File: src/rtl/serial_rx_sipo_pkg.sv
// Shared definitions for the LSB-first serial receiver: state encoding and the
// default frame width.
package serial_rx_sipo_pkg;

  typedef enum logic [1:0] {
    IDLE  = 2'b00,
    SHIFT = 2'b01,
    STOP  = 2'b10
  } rx_state_t;

  localparam int WIDTH_DEFAULT = 8;

endpackage

File: src/rtl/sipo_shreg.sv
// Right-shifting SIPO register with its data-bit counter; count_done marks the
// shift that captures the final data bit of a frame.
module sipo_shreg
  import serial_rx_sipo_pkg::*;
#(
  parameter int WIDTH = WIDTH_DEFAULT
) (
  input  logic             clock,
  input  logic             clear,
  input  logic             shift_en,
  input  logic             sin,
  output logic             count_done,
  output logic [WIDTH-1:0] data
);

  localparam int CW = $clog2(WIDTH);

  logic [CW-1:0]    count_reg;
  logic [WIDTH-1:0] data_reg;
  logic [WIDTH-1:0] data_next;

  // New bit enters at the MSB so the first bit received ends up at the LSB.
  assign data_next[WIDTH-1] = sin;
  generate
    for (genvar gi = 0; gi < WIDTH - 1; gi++) begin : g_shift
      assign data_next[gi] = data_reg[gi+1];
    end
  endgenerate

  assign count_done = (count_reg == CW'(WIDTH - 1));
  assign data       = data_reg;

  always_ff @(posedge clock) begin
    if (!clear) begin
      count_reg <= '0;
      data_reg  <= '0;
    end else if (shift_en) begin
      data_reg  <= data_next;
      count_reg <= count_done ? '0 : count_reg + 1'b1;
    end
  end

endmodule

File: src/rtl/serial_rx_sipo.sv
// Serial frame receiver: start bit, WIDTH data bits LSB first, stop bit, with a
// one-entry valid/ready output and sticky overrun / framing-error flags.
module serial_rx_sipo
  import serial_rx_sipo_pkg::*;
#(
  parameter int WIDTH = WIDTH_DEFAULT
) (
  input  logic             clock,
  input  logic             clear,
  input  logic             sin,
  input  logic             sen,
  input  logic             rd_ready,
  output logic [WIDTH-1:0] pout,
  output logic             pvalid,
  output logic             busy,
  output logic             overrun,
  output logic             ferr
);

  rx_state_t        state_reg;
  logic             shift_en;
  logic             count_done;
  logic [WIDTH-1:0] shreg_data;

  assign shift_en = sen && (state_reg == SHIFT);

  sipo_shreg #(.WIDTH(WIDTH)) u_shreg (
    .clock      (clock),
    .clear      (clear),
    .shift_en   (shift_en),
    .sin        (sin),
    .count_done (count_done),
    .data       (shreg_data)
  );

  always_ff @(posedge clock) begin
    if (!clear) begin
      state_reg <= IDLE;
      pout      <= '0;
      pvalid    <= 1'b0;
      busy      <= 1'b0;
      overrun   <= 1'b0;
      ferr      <= 1'b0;
    end else begin
      // Consumption first; a frame loading on the same edge overrides it below.
      if (pvalid && rd_ready)
        pvalid <= 1'b0;

      if (sen) begin
        unique case (state_reg)
          IDLE: begin
            if (!sin) begin
              state_reg <= SHIFT;
              busy      <= 1'b1;
            end
          end
          SHIFT: begin
            if (count_done)
              state_reg <= STOP;
          end
          STOP: begin
            state_reg <= IDLE;
            busy      <= 1'b0;
            if (sin) begin
              if (!pvalid || rd_ready) begin
                pout   <= shreg_data;
                pvalid <= 1'b1;
              end else begin
                overrun <= 1'b1;
              end
            end else begin
              ferr <= 1'b1;
            end
          end
          default: begin
            state_reg <= IDLE;
            busy      <= 1'b0;
          end
        endcase
      end
    end
  end

endmodule

File: config.mk
export PLATFORM = sky130hd
export DESIGN_NAME = serial_rx_sipo
export DESIGN_NICKNAME = d
export VERILOG_FILES = /design/src/rtl/serial_rx_sipo_pkg.sv /design/src/rtl/sipo_shreg.sv /design/src/rtl/serial_rx_sipo.sv
export SDC_FILE = /design/constraint.sdc
export NUM_CORES = 1
export LEC_CHECK = 0
export ABC_AREA = 1
export CAP_MARGIN = 10
export CORE_MARGIN = 2
export CORE_UTILIZATION = 54
export CTS_CLUSTER_DIAMETER = 40
export DETAILED_ROUTE_END_ITERATION = 8
export GPL_ROUTABILITY_DRIVEN = 0
export GPL_TIMING_DRIVEN = 0
export PLACE_DENSITY_LB_ADDON = 0.25
export SLEW_MARGIN = 15
export SYNTH_ARGS = -nofsm -noshare
export SYNTH_HDL_FRONTEND = slang
export SYNTH_SLANG_ARGS = --single-unit
File: constraint.sdc
create_clock -name clock -period 1.9 [get_ports clock]
set_clock_uncertainty 0.1 [all_clocks]
set_input_delay 0.57 -clock clock [delete_from_list [all_inputs] [get_ports clock]]
set_output_delay 0.57 -clock clock [all_outputs]
set_load 0.005 [all_outputs]
; After elaboration in Yosys (flattened, before gate mapping)
; Cells that the tools add are included.
; W data, S select, Z words.
[totals]
ff_bits = 25
in_bits = 5
elab_cells = 38
[op_classes]
n_addsub = 1
eq_ne = 5
n_bitwise = 3
n_reduce_logical = 10
muxes = 11
[op_table]
columns = cell, n
row1 = $reduce_and A3 Y1, 3
row2 = $reduce_and A4 Y1, 2
row3 = $mux W1, 6
row4 = $mux W2, 2
row5 = $pmux W2 S2, 1
row6 = $add A3 B1 Y3 const B, 1
row7 = $eq A3 B3 Y1 const B, 1
row8 = $mux W3, 1
row9 = $not A1 Y1, 3
row10 = $eq A2 B1 Y1 const B, 1
row11 = $eq A2 B2 Y1 const B, 1
row12 = $logic_and A1 B1 Y1, 2
row13 = $logic_not A2 Y1, 1
row14 = $ne A2 B1 Y1 const B, 1
row15 = $ne A2 B2 Y1 const B, 1
row16 = $pmux W1 S2, 1
row17 = $logic_not A1 Y1, 1
row18 = $logic_or A1 B1 Y1, 1

; Longest topological paths before layout
; Gate-level depths: netlist of run 1.
[logic_depth]
depth_word = 6
mapped_depth = 7
depth_no_buf = 6

; By module
; A second synthesis of run 1 with hierarchy kept.
[unflattened]
cells_unflattened = 126
area_unflattened_um2 = 985.9
[modules_own_cells]
columns = mod, instances, cells_each, area_each_um2
row1 = serial_rx_sipo, 1, 74, 568.0
row2 = sipo_shreg, 1, 52, 417.9

; Worst setup path after synthesis of run 1
; No wires, ideal clock.
[synth_timing]
kind = input-to-reg
from = in sen
to = reg pout[1]
t_arrival_ns = 1.158
n_path_buf = 2
path_stages = 5
required_time_ns = 1.687
path_slack_ns = 0.529
path_cell_list = buf_2 -> nand4_4 -> buf_6 -> nor2_1 -> nor2_1
[synth_between]
elab_chain_len = 1
[synth_rtl]
columns = element, line
row1 = "start, declared", serial_rx_sipo.sv:11  ; input logic sen,
row2 = $reduce_and A4 Y1 (no source line), n/a
row3 = "end signal, assigned", serial_rx_sipo.sv:66  ; pout <= shreg_data;
row4 = "end, declared", serial_rx_sipo.sv:13  ; output logic [WIDTH-1:0] pout,
; Every way passes these cells.
; A chain may end at the register's enable or synchronous reset.

; Worst setup path after layout of run 1
[layout_timing]
from = reg pout[4]
to = out pout[4]
; No word-level cell between the ends.

==> flow_metrics.env, run 1 <==
export IMPL_yosysTopAreaCell="dfxtp_1"
export IMPL_holdPathEnd="overrun"
export IMPL_via_count=870
export IMPL_rows=15
export IMPL_synthFlopType="dfxtp_1"
export IMPL_reg2regPathDepth=6
export IMPL_synthTopCellsByCount="nand2_1 (44), dfxtp_1 (25), nor2_1 (20)"
export IMPL_syn_nets=147
export IMPL_wl_per_cell_um=10.1
export IMPL_postSynthCellCount=140
export IMPL_slowest_delay_ps=510
export IMPL_holdWs_ps=361
export IMPL_drv_slew=0
export IMPL_status="complete, no violations"
export IMPL_irDropWorstVdd_mv=0.522
export IMPL_reg2reg_slack_ps=530
export IMPL_core_sq_mm=0.00176
export IMPL_clkTransAtPathRegs_ps=140
export IMPL_initial_core_util_pct=59.2
export IMPL_postSynthAreaPerCell_sq_um=7.46
export IMPL_synth_most_common_cell="nand2_1"
export IMPL_period_minus_slack_ps=1860
export IMPL_synth_top_area_share_pct=47.9
export IMPL_worst_pin_slew_ps=239
export IMPL_critPathSlowestCell="clkdlybuf4s50_1"
export IMPL_wl_mm=1.86
export IMPL_yosysWarnings=0
export IMPL_clk_insertion_delay_late_ps=320
export IMPL_worst_slack_ps=36.8
export IMPL_grt_usage_pct=18.1
export IMPL_fin_cells=183
export IMPL_p_leak_nw=0.548
export IMPL_die_h_um=48.0
export IMPL_rsz0062_at_grt="no"
export IMPL_cts_buffer_depth=2
export IMPL_root_buffer="clkbuf_4"
export IMPL_overflow=0
export IMPL_drtIter0Drc=20
export IMPL_worstPathRequired_ps=1230
export IMPL_syn_cell_area_sq_mm=0.00104
export IMPL_yosysUniqueCellTypes=20
export IMPL_reg2reg_from="u_shreg.count_reg[0]"
export IMPL_final_hold_violation_count=0
export IMPL_pre_cts_ws_ps=9.36
export IMPL_cp_arrival_ps=1190
export IMPL_grt_pass1_wl_mm=2.84
export IMPL_worstSetupPathType="flip-flop to primary output"
export IMPL_hold_path_depth=2
export IMPL_final_nets=166
export IMPL_post_cts_setup_buffers=0
export IMPL_worstHoldStart="overrun"
export IMPL_portBuffers=14
export IMPL_ys_seq_area_share_pct=47.9
export IMPL_clock_sinks=25
export IMPL_hpwl_mm=1.41
export IMPL_fin_setup_tns_ps=0
export IMPL_cts_tree="yes"
export IMPL_fin_crit_sh_pct=98.1
export IMPL_grt_pass1_vias=682
export IMPL_ys_async_sr_fraction_pct=0
export IMPL_first_pass_iters=4
export IMPL_postCtsHoldBufs=0
export IMPL_dp_cells=179
export IMPL_area_growth_synth_to_final_pct=19.4
export IMPL_finalSetupViolCount=0
export IMPL_io_pins=17
export IMPL_power_density_mw_per_mm2=660
export IMPL_max_cap_violations=0
export IMPL_synth_edff_count=0
export IMPL_route_detailed_drc=0
export IMPL_crit_buf_inv=1
export IMPL_synth_seq_cells=25
export IMPL_clock_fmax_ghz=0.537
export IMPL_hold_class="flip-flop to flip-flop"
export IMPL_worstReg2RegEnd="state_reg[0]"
export IMPL_die_area_sq_mm=0.00230
export IMPL_max_slew_margin_pct=84.1
export IMPL_grt_max_degree=16
export IMPL_worstPathMaxFanout=2
export IMPL_synth_area_leaders="dfxtp_1 (48%), nand2_1 (16%), nor2_1 (7.2%)"
export IMPL_antenna_found_initial=0
export IMPL_cts_made_buffers=3
export IMPL_htreeDepth=1
export IMPL_avgViaCountPerCell=4.75
export IMPL_worst_setup_path_start_kind="flip-flop"
export IMPL_crit_family="buffers and inverters"
export IMPL_final_layout_size_suffix_gt1_share_pct=11.4
export IMPL_ant_nets=0
export IMPL_fp_dieW_um=48.0
export IMPL_path_cells="clkdlybuf4s50_1"
export IMPL_antenna_cells=0
export IMPL_crit_path_end_kind="primary output"
-- report_power, final --
part           internal, mW  leakage, nW  switching, mW
clock network        0.0804       0.0139          0.159
logic                0.0195        0.332         0.0305
registers             0.529        0.202        0.00470
total                 0.629        0.548          0.194
-- cells by family (layout without fill, tap and decap cells) --
kind of cell / count (synthesis) / after routing / synth area share, %
buffers and inverters: 23 / 41 / 10.8
AOI/OAI and AO/OA: 18 / 18 / 9.34
and+or+nand+nor: 72 / 72 / 29.6
DFF: 25 / 25 / 47.9
adders and majority gates: 2 / 2 / 2.39
-- cells in the final DEF, fill, tap and decap left out --
| cell type | instances |
|---|---|
| dfxtp_1 | 24 |
| nand3_1 | 2 |
| clkinvlp_4 | 1 |
| o21ai_0 | 1 |
| ha_1 | 2 |
| a31oi_1 | 1 |
| inv_2 | 2 |
| nand4_1 | 1 |
| nand4_4 | 1 |
| nand2_2 | 1 |
| a21oi_1 | 14 |
| o21a_1 | 1 |
| inv_1 | 15 |
| buf_6 | 3 |
| nor2_4 | 1 |
| nor2_1 | 20 |
| nand3b_1 | 1 |
| nor2_2 | 1 |
| clkbuf_4 | 3 |
| dfxtp_2 | 1 |
| nand2_1 | 44 |
| a21oi_2 | 1 |
| clkdlybuf4s50_1 | 14 |
| buf_2 | 3 |
-- metal layers --
| layer | part of all wire [%] | track usage, % | wire length (um) |
|---|---|---|---|
| met5 | 0 | 0 | 0 |
| met2 | 47 | 26.7 | 880 |
| met4 | 1.3 | 8.11 | 25 |
| met1 | 47 | 24.8 | 879 |
| met3 | 3.9 | 4.53 | 72 |
-- area by class of cell --
type                            instances  area [sq um]
Fill cell                             161           517
Sequential cell                        25           502
Multi-Input combinational cell         92           432
Timing Repair Buffer                   14           140
Inverter                               17          63.8
Buffer                                  6          48.8
Tap cell                               25          31.3
Clock buffer                            3          22.5
Clock inverter                          1          7.51
-- per-stage QoR --
| step | power [mW] | util, % | area, sq um |
|---|---|---|---|
| 4_1_cts | 0.830 | 70.6 | 1250 |
| 3_3_place_gp | 0.592 | 68.9 | 1220 |
| 2_1_floorplan | 0.578 | - | 1040 |
| 6_report | 0.823 | 70.7 | 1250 |
| 3_5_place_dp | 0.595 | 68.9 | 1220 |
| 5_1_grt | 0.856 | 70.7 | 1250 |
-- how the worst max path moves through the flow --
stage,end,from,cells after the start,slack (ps)
finish,pout[4],pout[4],1,40
global route,pout[4],pout[4],1,4
CTS,pout[4],pout[4],1,20
detailed placement,pout[3],rd_ready,7,9
global placement,pout[3],rd_ready,7,40
floorplan,pout[1],sen,5,530
-- repair_timing --
action                                  in CTS  in global routing
endpoints found under the setup margin       0                  1
gates resized for setup                      0                  1
hold endpoints to repair                     0                  0
Power figures use the tool's default switching activity.
==> run 2, diff against run 1 <==
CORE_ASPECT_RATIO = 1.1   (was not set)
CTS_CLUSTER_SIZE = 25   (was not set)
==> flow_metrics.env, run 2 (synthesis results as in run 1) <==
export IMPL_worst_pin_slew_ps=257
export IMPL_clkPwrFrac_pct=28.6
export IMPL_die_h_um=50.1
export IMPL_initial_core_util_pct=58.0
export IMPL_cts_tree="yes"
export IMPL_power_density_mw_per_mm2=661
export IMPL_crit_family="buffers and inverters"
export IMPL_route_detailed_drc=0
export IMPL_worstHoldStart="overrun"
export IMPL_slowest_delay_ps=510
export IMPL_final_cell_mix="nand2_1 (44), dfxtp_1 (24), nor2_1 (20)"
export IMPL_fin_setup_tns_ps=0
export IMPL_grt_pass1_vias=737
export IMPL_htreeDepth=1
export IMPL_p_int_mw=0.630
export IMPL_p_comb_share_pct=6.1
export IMPL_period_minus_slack_ps=1850
export IMPL_final_hold_violation_count=0
export IMPL_swShare_pct=22.8
export IMPL_p_leak_nw=0.549
export IMPL_p_seq_share_pct=65.3
export IMPL_drv_slew=0
export IMPL_worst_setup_path_start_kind="flip-flop"
export IMPL_first_pass_iters=4
export IMPL_cts_made_buffers=3
export IMPL_grt_pass1_wl_mm=2.99
export IMPL_rsz0062_at_grt="no"
export IMPL_clkTransAtPathRegs_ps=130
export IMPL_cts_buffer_depth=2
export IMPL_status="complete, no violations"
export IMPL_hpwl_mm=1.29
export IMPL_post_cts_setup_buffers=0
export IMPL_critPathSlowestCell="clkdlybuf4s50_1"
export IMPL_grt_usage_pct=17.5
export IMPL_hold_class="flip-flop to flip-flop"
export IMPL_max_slew_margin_pct=82.8
export IMPL_worstPathRequired_ps=1230
export IMPL_clock_sinks=25
export IMPL_via_count=869
export IMPL_crit_buf_inv=1
export IMPL_final_common_cell="nand2_1"
export IMPL_drtIter0Drc=12
export IMPL_worstPathMaxFanout=2
export IMPL_die_area_sq_mm=0.00230
export IMPL_wl_per_cell_um=9.94
export IMPL_worstSetupPathType="flip-flop to primary output"
export IMPL_max_cap_violations=0
export IMPL_ff_latch_area_sq_um=502
export IMPL_root_buffer="clkbuf_4"
export IMPL_core_sq_mm=0.00180
export IMPL_wl_mm=1.75
export IMPL_antenna_found_initial=0
export IMPL_portBuffers=14
export IMPL_final_layout_size_suffix_gt1_share_pct=10.8
export IMPL_finalSetupViolCount=0
export IMPL_area_growth_synth_to_final_pct=18.2
export IMPL_irDropWorstVdd_mv=0.557
export IMPL_crit_path_end_kind="primary output"
export IMPL_io_pins=17
export IMPL_crit_start="pout[4]"
export IMPL_holdWs_ps=353
export IMPL_path_cells="clkdlybuf4s50_1"
export IMPL_antenna_cells=0
export IMPL_avgViaCountPerCell=4.94
export IMPL_final_nets=166
export IMPL_postCtsHoldBufs=0
export IMPL_fp_dieW_um=45.9
export IMPL_cp_arrival_ps=1180
export IMPL_clk_insertion_delay_late_ps=310
export IMPL_ant_nets=0
export IMPL_rows=16
export IMPL_fillers=149
export IMPL_clock_fmax_ghz=0.540
export IMPL_multiInputGateArea_sq_um=432
export IMPL_fin_crit_sh_pct=97.5
export IMPL_p_sw_mw=0.186
export IMPL_overflow=0
export IMPL_grt_max_degree=14
export IMPL_reg2reg_from="u_shreg.count_reg[0]"
## run 2: final cells by class
type,instances,area share (%)
multi-input cells,92,35.0
plain buffers,6,3.95
repair buffers,14,11.3
flip-flops and latches,25,40.6
well taps,18,1.82
clock buffers,4,2.13
inverters,17,5.17
## run 2: per-layer routing
metal	track usage [%]	wire length (um)	vias up
li1	-	-	464
met1	21.7	860	389
met2	27.3	827	16
met3	4.68	61	0
met4	8.10	0	0
met5	0	0	-
## run 2: path summary, 6_finish.rpt
| path | endpoint | slack, ps | cells after the start |
|---|---|---|---|
| min | overrun | 350 | 2 |
| max | pout[4] | 50 | 1 |
| min reg2reg | overrun | 350 | 2 |
| max reg2reg | state_reg[0] | 560 | 6 |
## run 2: repair_timing
action,CTS,global route
endpoints found under the setup margin,0,1
gates resized for setup,0,1
hold endpoints to repair,0,0
## run 2: power groups by stage
stage | clock network [mW] | logic, mW | registers, mW
after floorplan | 0 | 0.0330 | 0.545
after global placement | 0 | 0.0476 | 0.545
after detailed placement | 0 | 0.0495 | 0.545
after global routing | 0.270 | 0.0547 | 0.535
after CTS | 0.242 | 0.0498 | 0.533
final | 0.233 | 0.0498 | 0.533
## run 2: through the flow
stage / std cells / util (%) / area [sq um] / total power [mW] / setup slack (ps)
global route: 176 / 68.5 / 1230 / 0.859 / 1.29
finish: 176 / 68.5 / 1230 / 0.816 / 46.8
global placement: 172 / 67.0 / 1210 / 0.592 / 37.1
detailed placement: 172 / 67.0 / 1210 / 0.595 / 22.2
CTS: 176 / 68.5 / 1230 / 0.825 / 29.0
floorplan: 140 / - / 1040 / 0.578 / 529
